### config.mk
export PLATFORM = sky130hd
export DESIGN_NAME = decoder_leaf_router
export DESIGN_NICKNAME = d
export VERILOG_FILES = /design/src/rtl/decoder_leaf_router.sv
export SDC_FILE = /design/constraint.sdc
export NUM_CORES = 1
export LEC_CHECK = 0
export CAP_MARGIN = 5
export CORE_ASPECT_RATIO = 2
export CORE_MARGIN = 10
export CORE_UTILIZATION = 30
export DETAILED_ROUTE_END_ITERATION = 16
export PLACE_DENSITY = 0.55
export SYNTH_ARGS = -nofsm -noshare
export SYNTH_HDL_FRONTEND = slang
export SYNTH_SLANG_ARGS = --single-unit
### constraint.sdc
create_clock -name CLK -period 2.6 [get_ports CLK]
set_clock_uncertainty 0.05 [all_clocks]
set_input_delay 0.39 -clock CLK [delete_from_list [all_inputs] [get_ports CLK]]
set_output_delay 0.39 -clock CLK [all_outputs]
set_load 0.05 [all_outputs]
### src/rtl/decoder_leaf_router.sv
// rtl/decoder_leaf_router.sv - select-steered flit router with per-output FIFOs and drop counting
module decoder_leaf_router #(
    parameter int W        = 9,
    parameter int NUM_OUT  = 2,
    parameter int DEPTH    = 2,
    parameter int PKT_MODE = 0,
    parameter int SEL_W    = (NUM_OUT > 1) ? $clog2(NUM_OUT) : 1
) (
    input  logic                 CLK,
    input  logic                 RESET,
    input  logic [W-1:0]         in_data,
    input  logic                 in_valid,
    output logic                 in_ready,
    input  logic [SEL_W-1:0]     sel,
    input  logic                 sel_valid,
    output logic                 sel_ready,
    output logic [NUM_OUT*W-1:0] out_data,
    output logic [NUM_OUT-1:0]   out_valid,
    input  logic [NUM_OUT-1:0]   out_ready,
    output logic [15:0]          drop_count,
    output logic                 busy
);
    localparam int PW = $clog2(DEPTH);
    localparam int CW = PW + 1;
    localparam logic [CW-1:0] DEPTH_C = CW'(DEPTH);
    localparam logic [CW-1:0] ONE_C   = CW'(1);
    localparam logic [SEL_W:0] NUM_OUT_C = (SEL_W+1)'(NUM_OUT);

    typedef enum logic [1:0] {IDLE, ROUTE, DROP} state_t;

    state_t             state_q;
    logic [SEL_W-1:0]   cur_q;
    logic [15:0]        drop_q;
    logic               sel_ready_q;
    logic               busy_q;
    logic [NUM_OUT-1:0] full;
    logic               in_hs;
    logic               last_flit;

    assign in_ready   = ((state_q == ROUTE) && !full[cur_q]) || (state_q == DROP);
    assign in_hs      = in_valid && in_ready;
    assign last_flit  = (PKT_MODE == 0) || in_data[W-1];
    assign sel_ready  = sel_ready_q;
    assign busy       = busy_q;
    assign drop_count = drop_q;

    always_ff @(posedge CLK or posedge RESET) begin
        if (RESET) begin
            state_q     <= IDLE;
            cur_q       <= '0;
            drop_q      <= '0;
            sel_ready_q <= 1'b1;
            busy_q      <= 1'b0;
        end else begin
            case (state_q)
                IDLE: begin
                    if (sel_valid) begin
                        cur_q       <= sel;
                        state_q     <= ({1'b0, sel} < NUM_OUT_C) ? ROUTE : DROP;
                        sel_ready_q <= 1'b0;
                        busy_q      <= 1'b1;
                    end
                end
                ROUTE, DROP: begin
                    if (in_hs) begin
                        if (state_q == DROP && drop_q != 16'hFFFF)
                            drop_q <= drop_q + 16'd1;
                        if (last_flit) begin
                            state_q     <= IDLE;
                            sel_ready_q <= 1'b1;
                            busy_q      <= 1'b0;
                        end
                    end
                end
                default: begin
                    state_q     <= IDLE;
                    sel_ready_q <= 1'b1;
                    busy_q      <= 1'b0;
                end
            endcase
        end
    end

    for (genvar g = 0; g < NUM_OUT; g++) begin : g_fifo
        logic [W-1:0]  mem_q [DEPTH];
        logic [PW-1:0] wptr_q;
        logic [PW-1:0] rptr_q;
        logic [CW-1:0] cnt_q;
        logic [W-1:0]  head_q;
        logic          push;
        logic          pop;

        assign push = in_hs && (state_q == ROUTE) && (cur_q == SEL_W'(g));
        assign pop  = (cnt_q != '0) && out_ready[g];

        assign full[g]           = (cnt_q == DEPTH_C);
        assign out_valid[g]      = (cnt_q != '0);
        assign out_data[g*W +: W] = head_q;

        always_ff @(posedge CLK) begin
            if (push)
                mem_q[wptr_q] <= in_data;
        end

        // head_q mirrors the entry that will be at the read pointer after this edge
        always_ff @(posedge CLK or posedge RESET) begin
            if (RESET) begin
                wptr_q <= '0;
                rptr_q <= '0;
                cnt_q  <= '0;
                head_q <= '0;
            end else begin
                if (push)
                    wptr_q <= wptr_q + 1'b1;
                if (pop)
                    rptr_q <= rptr_q + 1'b1;
                if (push && !pop)
                    cnt_q <= cnt_q + ONE_C;
                else if (pop && !push)
                    cnt_q <= cnt_q - ONE_C;
                if (push && ((cnt_q == '0) || (pop && cnt_q == ONE_C)))
                    head_q <= in_data;
                else if (pop && cnt_q > ONE_C)
                    head_q <= mem_q[rptr_q + 1'b1];
            end
        end
    end
endmodule

==> impl_metrics.py, run 1 <==
metrics = {
    "status": {
        "status": "complete, no violations",
    },
    "hold_path": {
        "min_path_type": "primary input to asynchronous set/reset pin",
    },
    "drt": {
        "drcViolationCount": 0,
        "drtAntennaViolNets": 0,
        "drt_pre_antenna_iters": 4,
        "wirelength_um": 6200,
        "dr.first_iter.drc_count": 69,
        "post_drt_wl_per_cell_um": 16.3,
        "vias": 1570,
        "routed_via_density": 4.12,
    },
    "logic_synthesis": {
        "synth_cells": 191,
        "synth_edf_count": 36,
        "ys_async_sr_fraction_pct": 44.6,
        "netlist.area_leader.share_pct": 34.8,
        "syn_area_per_cell_sq_um": 16.2,
        "ys_ff_latch": 65,
        "synth-main-ff-cell": "edfxtp_1",
        "synth_top_family_by_area": "multiplexers",
        "synth_commonest_cells": "edfxtp_1 (36), mux2_4 (36), dfrtp_1 (28)",
        "yosys_warnings": 0,
        "netlist_area_sq_um": 3100,
        "synth_xor_area_share_pct": 2.26,
        "yosysTopAreaCell": "edfxtp_1",
        "ys_seq_area_share_pct": 58.3,
        "synth_compound_area_share_pct": 1.85,
        "synth-simple-area-share_pct": 4.48,
        "synth_fa_ha_area_share_pct": 2.42,
        "muxShareOfSynthArea_pct": 24.3,
        "ys_top_cells_by_area": "edfxtp_1 (35%), dfrtp_1 (23%), mux2_4 (17%)",
        "synth.distinct_cells": 28,
    },
    "clocking": {
        "clkLatencyLatePin_ps": 330,
        "ctsResizeCount": 0,
        "cts_buffers": 9,
        "h-tree-depth": 3,
        "cts_sinks": 65,
        "cts_hold_buf": 0,
        "clkSlewWorstSetupHoldPaths_ps": 50,
        "root_buffer": "clkbuf_16",
        "cts_buffer_depth": 2,
        "cts_setup_buffers": 0,
        "cts_tree": "yes",
    },
    "final_layout": {
        "area_growth_pct": 26.4,
        "fillers": 1006,
        "multi_input_area_sq_um": 1160,
        "nets": 263,
        "fin_cells": 381,
        "seqCellArea_sq_um": 1810,
        "fin_area_sq_um": 3920,
        "fin_util_pct": 38.6,
        "drive_above_1_share_pct": 28.9,
        "diodes": 0,
    },
    "global_routing": {
        "grt_pass1_wl_um": 10100,
        "overflow": 0,
        "grtUsageTotal_pct": 8.97,
        "grt_max_degree": 30,
        "grt_pass1_vias": 1852,
        "antenna_found_initial": 0,
    },
    "power": {
        "sw_frac_of_total_pct": 35.9,
        "power_frac_comb_pct": 44.4,
        "power.switching_mw": 1.97,
        "power_frac_clock_pct": 24.6,
        "sequentialPowerShare_pct": 31.0,
        "leakagePower_nw": 1.66,
        "power_density_nw_per_um2": 1400,
        "ir_drop_uv": 623,
        "p_int_mw": 3.51,
    },
    "sta": {
        "setup_violations": 0,
        "finalSetupTns_ps": 0,
        "relSlewSlack_pct": 55.2,
        "tightest_slew_ps": 673,
        "drv_slew": 0,
        "final.min_clock_period_ps": 2360,
        "clock.fmax_mhz": 423,
        "rsz0062_at_grt": "no",
        "period_share_pct": 90.9,
        "hold_violations": 0,
        "hold_ws_ps": 398,
    },
    "worst_setup_path": {
        "worstSetupPathType": "flip-flop to primary output",
        "cp_data_arrival_time_ps": 1920,
        "start_kind": "flip-flop",
        "reg2regPathDepth": 6,
        "cp-end-kind": "primary output",
        "rrSetupSlack_ps": 660,
        "r2r-end": "g_fifo[1].head_q[0]$_DFFE_PP0P_",
        "r2r-start": "g_fifo[1].cnt_q[1]$_DFFE_PP0P_",
        "required_ps": 2160,
        "cp_max_fo": 5,
    },
    "place": {
        "dp_hpwl_um": 4450,
        "placed_cells": 365,
        "port_buffers": 38,
        "placed_area_sq_um": 3590,
        "place_congestion": 0.697,
    },
    "floorplan": {
        "die_w_um": 91.9,
        "top_level_ports": 55,
        "fp.dieArea_sq_um": 15100,
        "row_count": 52,
        "start_util_pct": 30.6,
        "die_h_um": 164,
        "core_sq_um": 10100,
    },
    "run": {
        "maxCapViolCount": 0,
    },
}
-- registers in the layout, summed over array words and instances (netlist names) --
name           count
cur_q              1
g_fifo.cnt_q       4
sel_ready          1
g_fifo.wptr_q      2
g_fifo.mem_q      36
g_fifo.head_q     18
busy               1
g_fifo.rptr_q      2
-- cell type report --
class / instances / area share (%)
Inverter: 8 / 0.766
Tap cell: 135 / 4.31
Sequential cell: 65 / 46.1
Timing Repair Buffer: 44 / 10.8
Clock inverter: 7 / 2.78
Multi-Input combinational cell: 113 / 29.5
Clock buffer: 9 / 5.74
-- kinds of logic (layout without fill, tap and decap cells) --
kind of cell               Yosys count  after routing
DFF                                 65             65
muxes                               55             55
buffers and inverters               28             68
and+or+nand+nor                     20             20
AOI/OAI and AO/OA                    8              8
xor gates and xnor gates             8              8
adders and majority gates            6              6
other                                1             16
-- critical path, stage by stage, from the launching register on --
cell             delay, ps
dfrtp_1                400
nand2b_1               220
o211a_1                170
clkdlybuf4s50_1        810
-- how the worst max path moves through the flow --
stage | startpoint | endpoint | slack [ps] | depth (start not counted)
5_1_grt | g_fifo[0].cnt_q[0]$_DFFE_PP0P_ | in_ready | 140 | 3
6_report | g_fifo[0].cnt_q[0]$_DFFE_PP0P_ | in_ready | 240 | 3
4_1_cts | g_fifo[0].cnt_q[0]$_DFFE_PP0P_ | in_ready | 200 | 3
2_1_floorplan | busy$_DFFE_PP0P_ | g_fifo[1].mem_q[0][0]$_DFFE_PP_ | 560 | 3
3_5_place_dp | out_ready[1] | g_fifo[1].head_q[0]$_DFFE_PP0P_ | 490 | 5
3_3_place_gp | out_ready[1] | g_fifo[1].head_q[0]$_DFFE_PP0P_ | 510 | 5
-- metal layers --
layer  up-vias  share of wire [%]  GRT usage [%]
met2        42                 54           15.5
met3        13                4.5           2.93
li1        754                  -              -
met1       761                 39           9.06
met5         -                  0              0
met4         0                2.8           5.50
-- per-stage QoR --
stage	power, mW	setup WS [ps]
6_report	5.48	236
2_1_floorplan	3.54	564
4_1_cts	5.57	199
5_1_grt	5.80	142
3_3_place_gp	4.16	509
3_5_place_dp	4.20	494
-- cell usage in the layout, fill, tap and decap left out, types with 4 or more instances in the layout --
| cell | n |
|---|---|
| xnor2_1 | 4 |
| mux2_1 | 9 |
| clkbuf_16 | 9 |
| inv_1 | 8 |
| buf_4 | 6 |
| clkdlybuf4s50_1 | 38 |
| edfxtp_1 | 36 |
| mux2_2 | 10 |
| nand2_1 | 4 |
| dfrtp_1 | 28 |
| mux2_4 | 36 |
| xor2_1 | 4 |
| conb_1 | 16 |
| ha_1 | 6 |
-- power by group through the flow --
stage / logic [mW] / clock network, mW / registers, mW
floorplan: 1.38 / 0 / 2.16
finish: 2.44 / 1.35 / 1.70
global placement: 2.44 / 0 / 1.72
detailed placement: 2.47 / 0 / 1.73
CTS: 2.48 / 1.38 / 1.71
global route: 2.61 / 1.43 / 1.76
(Power assumes the default switching activity.)
==> run 2, diff against run 1 <==
--- a/config.mk
+++ b/config.mk
@@ -11,6 +11,7 @@
 export CORE_UTILIZATION = 30
 export DETAILED_ROUTE_END_ITERATION = 16
 export PLACE_DENSITY = 0.55
+export SKIP_LAST_GASP = 1
 export SYNTH_ARGS = -nofsm -noshare
 export SYNTH_HDL_FRONTEND = slang
 export SYNTH_SLANG_ARGS = --single-unit
==> results of run 2 <==
Same layout as run 1: the final DEF is identical, and so are final timing and power.
==> run 3, diff against run 2 <==
--- a/config.mk
+++ b/config.mk
@@ -5,6 +5,7 @@
 export SDC_FILE = /design/constraint.sdc
 export NUM_CORES = 1
 export LEC_CHECK = 0
+export ABC_AREA = 1
 export CAP_MARGIN = 5
 export CORE_ASPECT_RATIO = 2
 export CORE_MARGIN = 10
==> run 3 against run 2 <==
Effect of this change: register-to-register slack gained 40 ps; cell area shrank 0.89%; via count grew 36%; global-route usage grew 1.3 points; sequential share of layout area grew 0.42 points; flip-flop and latch count is the same; combinational power shrank 2%; routed wire length grew 18%; count of clock-buffer cells in the layout grew 1; synthesized cell count grew 53%; fmax shrank 1.2%; critical path type unchanged; largest cell class unchanged.
==> impl_metrics.py, run 3 <==
metrics = {
    "floorplan": {
        "start_util_pct": 30.7,
        "die_w_um": 91.9,
        "die_h_um": 164,
        "top_level_ports": 55,
        "fp.dieArea_sq_um": 15000,
        "core_sq_um": 10100,
        "row_count": 52,
    },
    "final_layout": {
        "top_register": "g_fifo.mem_q",
        "diodes": 0,
        "largest_reg_flops": 36,
        "mostFrequentLayoutCell": "nand2_1",
        "fin_area_sq_um": 3890,
        "fin_util_pct": 38.5,
        "layout_common_cells": "nand2_1 (66), clkdlybuf4s50_1 (37), edfxtp_1 (36), dfrtp_1 (28), nand3_1 (21)",
        "area_growth_pct": 25.5,
        "largest_registers": "g_fifo.mem_q (36), g_fifo.head_q (18), g_fifo.cnt_q (4)",
        "drive_above_1_share_pct": 16.8,
        "nets": 362,
    },
    "worst_setup_path": {
        "slowest_stage": "clkdlybuf4s50_1",
        "cpMostUsedCell": "inv_1",
        "path_cells": "inv_1 -> ha_1 -> inv_1 -> clkdlybuf4s50_1",
        "cp_data_arrival_time_ps": 1950,
        "cp_max_fo": 4,
        "critPathTopFamily": "buffers and inverters",
        "cp-end-kind": "primary output",
        "cpPeakStageDelay_ps": 810,
        "required_ps": 2160,
        "worstSetupPathType": "flip-flop to primary output",
        "worst-path-buf-inv": 3,
        "start_kind": "flip-flop",
    },
    "logic_synthesis": {
        "synth_compound_area_share_pct": 5.17,
        "synth_top_family_by_area": "simple AND/OR/NAND/NOR gates",
        "yosys_warnings": 0,
        "synth_xor_area_share_pct": 2.26,
        "synth-simple-area-share_pct": 22.9,
        "ys_ff_latch": 65,
        "synth_fa_ha_area_share_pct": 2.42,
        "ys_seq_area_share_pct": 58.4,
        "synth_cells": 292,
        "synth-main-ff-cell": "edfxtp_1",
        "synth_edf_count": 36,
        "muxShareOfSynthArea_pct": 0,
        "syn_area_per_cell_sq_um": 10.6,
        "ys_async_sr_fraction_pct": 44.6,
        "netlist.area_leader.share_pct": 34.9,
        "netlist_area_sq_um": 3100,
        "synth.distinct_cells": 26,
        "synth_commonest_cells": "nand2_1 (66), edfxtp_1 (36), dfrtp_1 (28)",
        "ys_top_cells_by_area": "edfxtp_1 (35%), dfrtp_1 (23%), nand2_1 (8.0%)",
        "yosysMostFrequentCell": "nand2_1",
        "yosysTopAreaCell": "edfxtp_1",
    },
    "place": {
        "place_congestion": 0.804,
        "dp_hpwl_um": 5770,
        "port_buffers": 38,
        "placed_area_sq_um": 3590,
    },
    "global_routing": {
        "grt_pass1_wl_um": 11700,
        "antenna_found_initial": 0,
        "overflow": 0,
        "grt_pass1_vias": 2307,
        "grt_max_degree": 20,
        "grtUsageTotal_pct": 10.2,
    },
    "hold_path": {
        "min_path_type": "primary input to asynchronous set/reset pin",
    },
    "sta": {
        "final.min_clock_period_ps": 2390,
        "clock.fmax_mhz": 418,
        "hold_violations": 0,
        "relSlewSlack_pct": 65.5,
        "hold_ws_ps": 347,
        "period_share_pct": 92.1,
        "rsz0062_at_grt": "no",
        "finalSetupTns_ps": 0,
        "setup_violations": 0,
        "drv_slew": 0,
        "tightest_slew_ps": 516,
    },
    "clocking": {
        "h-tree-depth": 3,
        "cts_tree": "yes",
        "cts_buffers": 9,
        "cts_sinks": 65,
        "cts_buffer_depth": 2,
        "clkSlewWorstSetupHoldPaths_ps": 50,
        "clkLatencyLatePin_ps": 330,
        "root_buffer": "clkbuf_16",
        "cts_setup_buffers": 0,
        "ctsResizeCount": 0,
        "cts_hold_buf": 0,
    },
    "drt": {
        "drcViolationCount": 0,
        "drt_pre_antenna_iters": 4,
        "dr.first_iter.drc_count": 129,
        "vias": 2131,
        "drtAntennaViolNets": 0,
        "wirelength_um": 7300,
        "routed_via_density": 4.44,
        "post_drt_wl_per_cell_um": 15.2,
    },
    "power": {
        "leakagePower_nw": 1.69,
        "ir_drop_uv": 762,
        "total_power_mw": 5.19,
        "power_density_nw_per_um2": 1340,
    },
    "status": {
        "status": "complete, no violations",
    },
    "run": {
        "maxCapViolCount": 0,
    },
}
==> run 3: cell type report <==
cell class	count	area (sq um)
tap	135	169
clock buffer	10	239
fill	1022	6200
clock inverter	6	57.6
inverter	27	101
timing repair buffer	46	438
sequential	65	1810
multi-input combinational	191	1070
==> run 3: where the power goes <==
group,switching [mW],internal [mW]
combinational,1.61,0.768
clock,0.415,0.759
sequential,0.204,1.43
==> run 3: cells by family after synthesis <==
family / count (synthesis)
xor gates and xnor gates: 8
AOI/OAI and AO/OA: 23
DFF: 65
adders and majority gates: 6
and+or+nand+nor: 138
other: 1
buffers and inverters: 51
==> run 3: worst paths after layout <==
path | startpoint | endpoint | slack [ps] | cells after the start
worst max-delay path | g_fifo[0].cnt_q[0]$_DFFE_PP0P_ | out_valid[0] | 210 | 4
worst min-delay path | RESET | g_fifo[0].head_q[6]$_DFFE_PP0P_ | 350 | 2
worst max register to register | cur_q$_DFFE_PP0P_ | g_fifo[0].cnt_q[1]$_DFFE_PP0P_ | 700 | 9
worst min register to register | g_fifo[1].head_q[8]$_DFFE_PP0P_ | g_fifo[1].head_q[8]$_DFFE_PP0P_ | 450 | 2
max in group asynchronous | RESET | sel_ready$_DFFE_PP1P_ | 1450 | 3
min in group CLK | g_fifo[1].head_q[8]$_DFFE_PP0P_ | g_fifo[1].head_q[8]$_DFFE_PP0P_ | 450 | 2
==> run 3: routing by layer <==
layer	share of wire [%]	global-route usage (%)	vias to the layer above
met4	5.9	8.39	0
met2	50	17.3	72
met5	0	0	-
li1	-	-	1058
met3	5.6	3.52	25
met1	39	9.80	976
==> run 3: through the flow <==
step                      worst slack (ps)  std cells
final                                  206        480
after global routing                   109        480
after CTS                              173        480
after detailed placement               485        464
after global placement                 515        464
after floorplan                        490        307
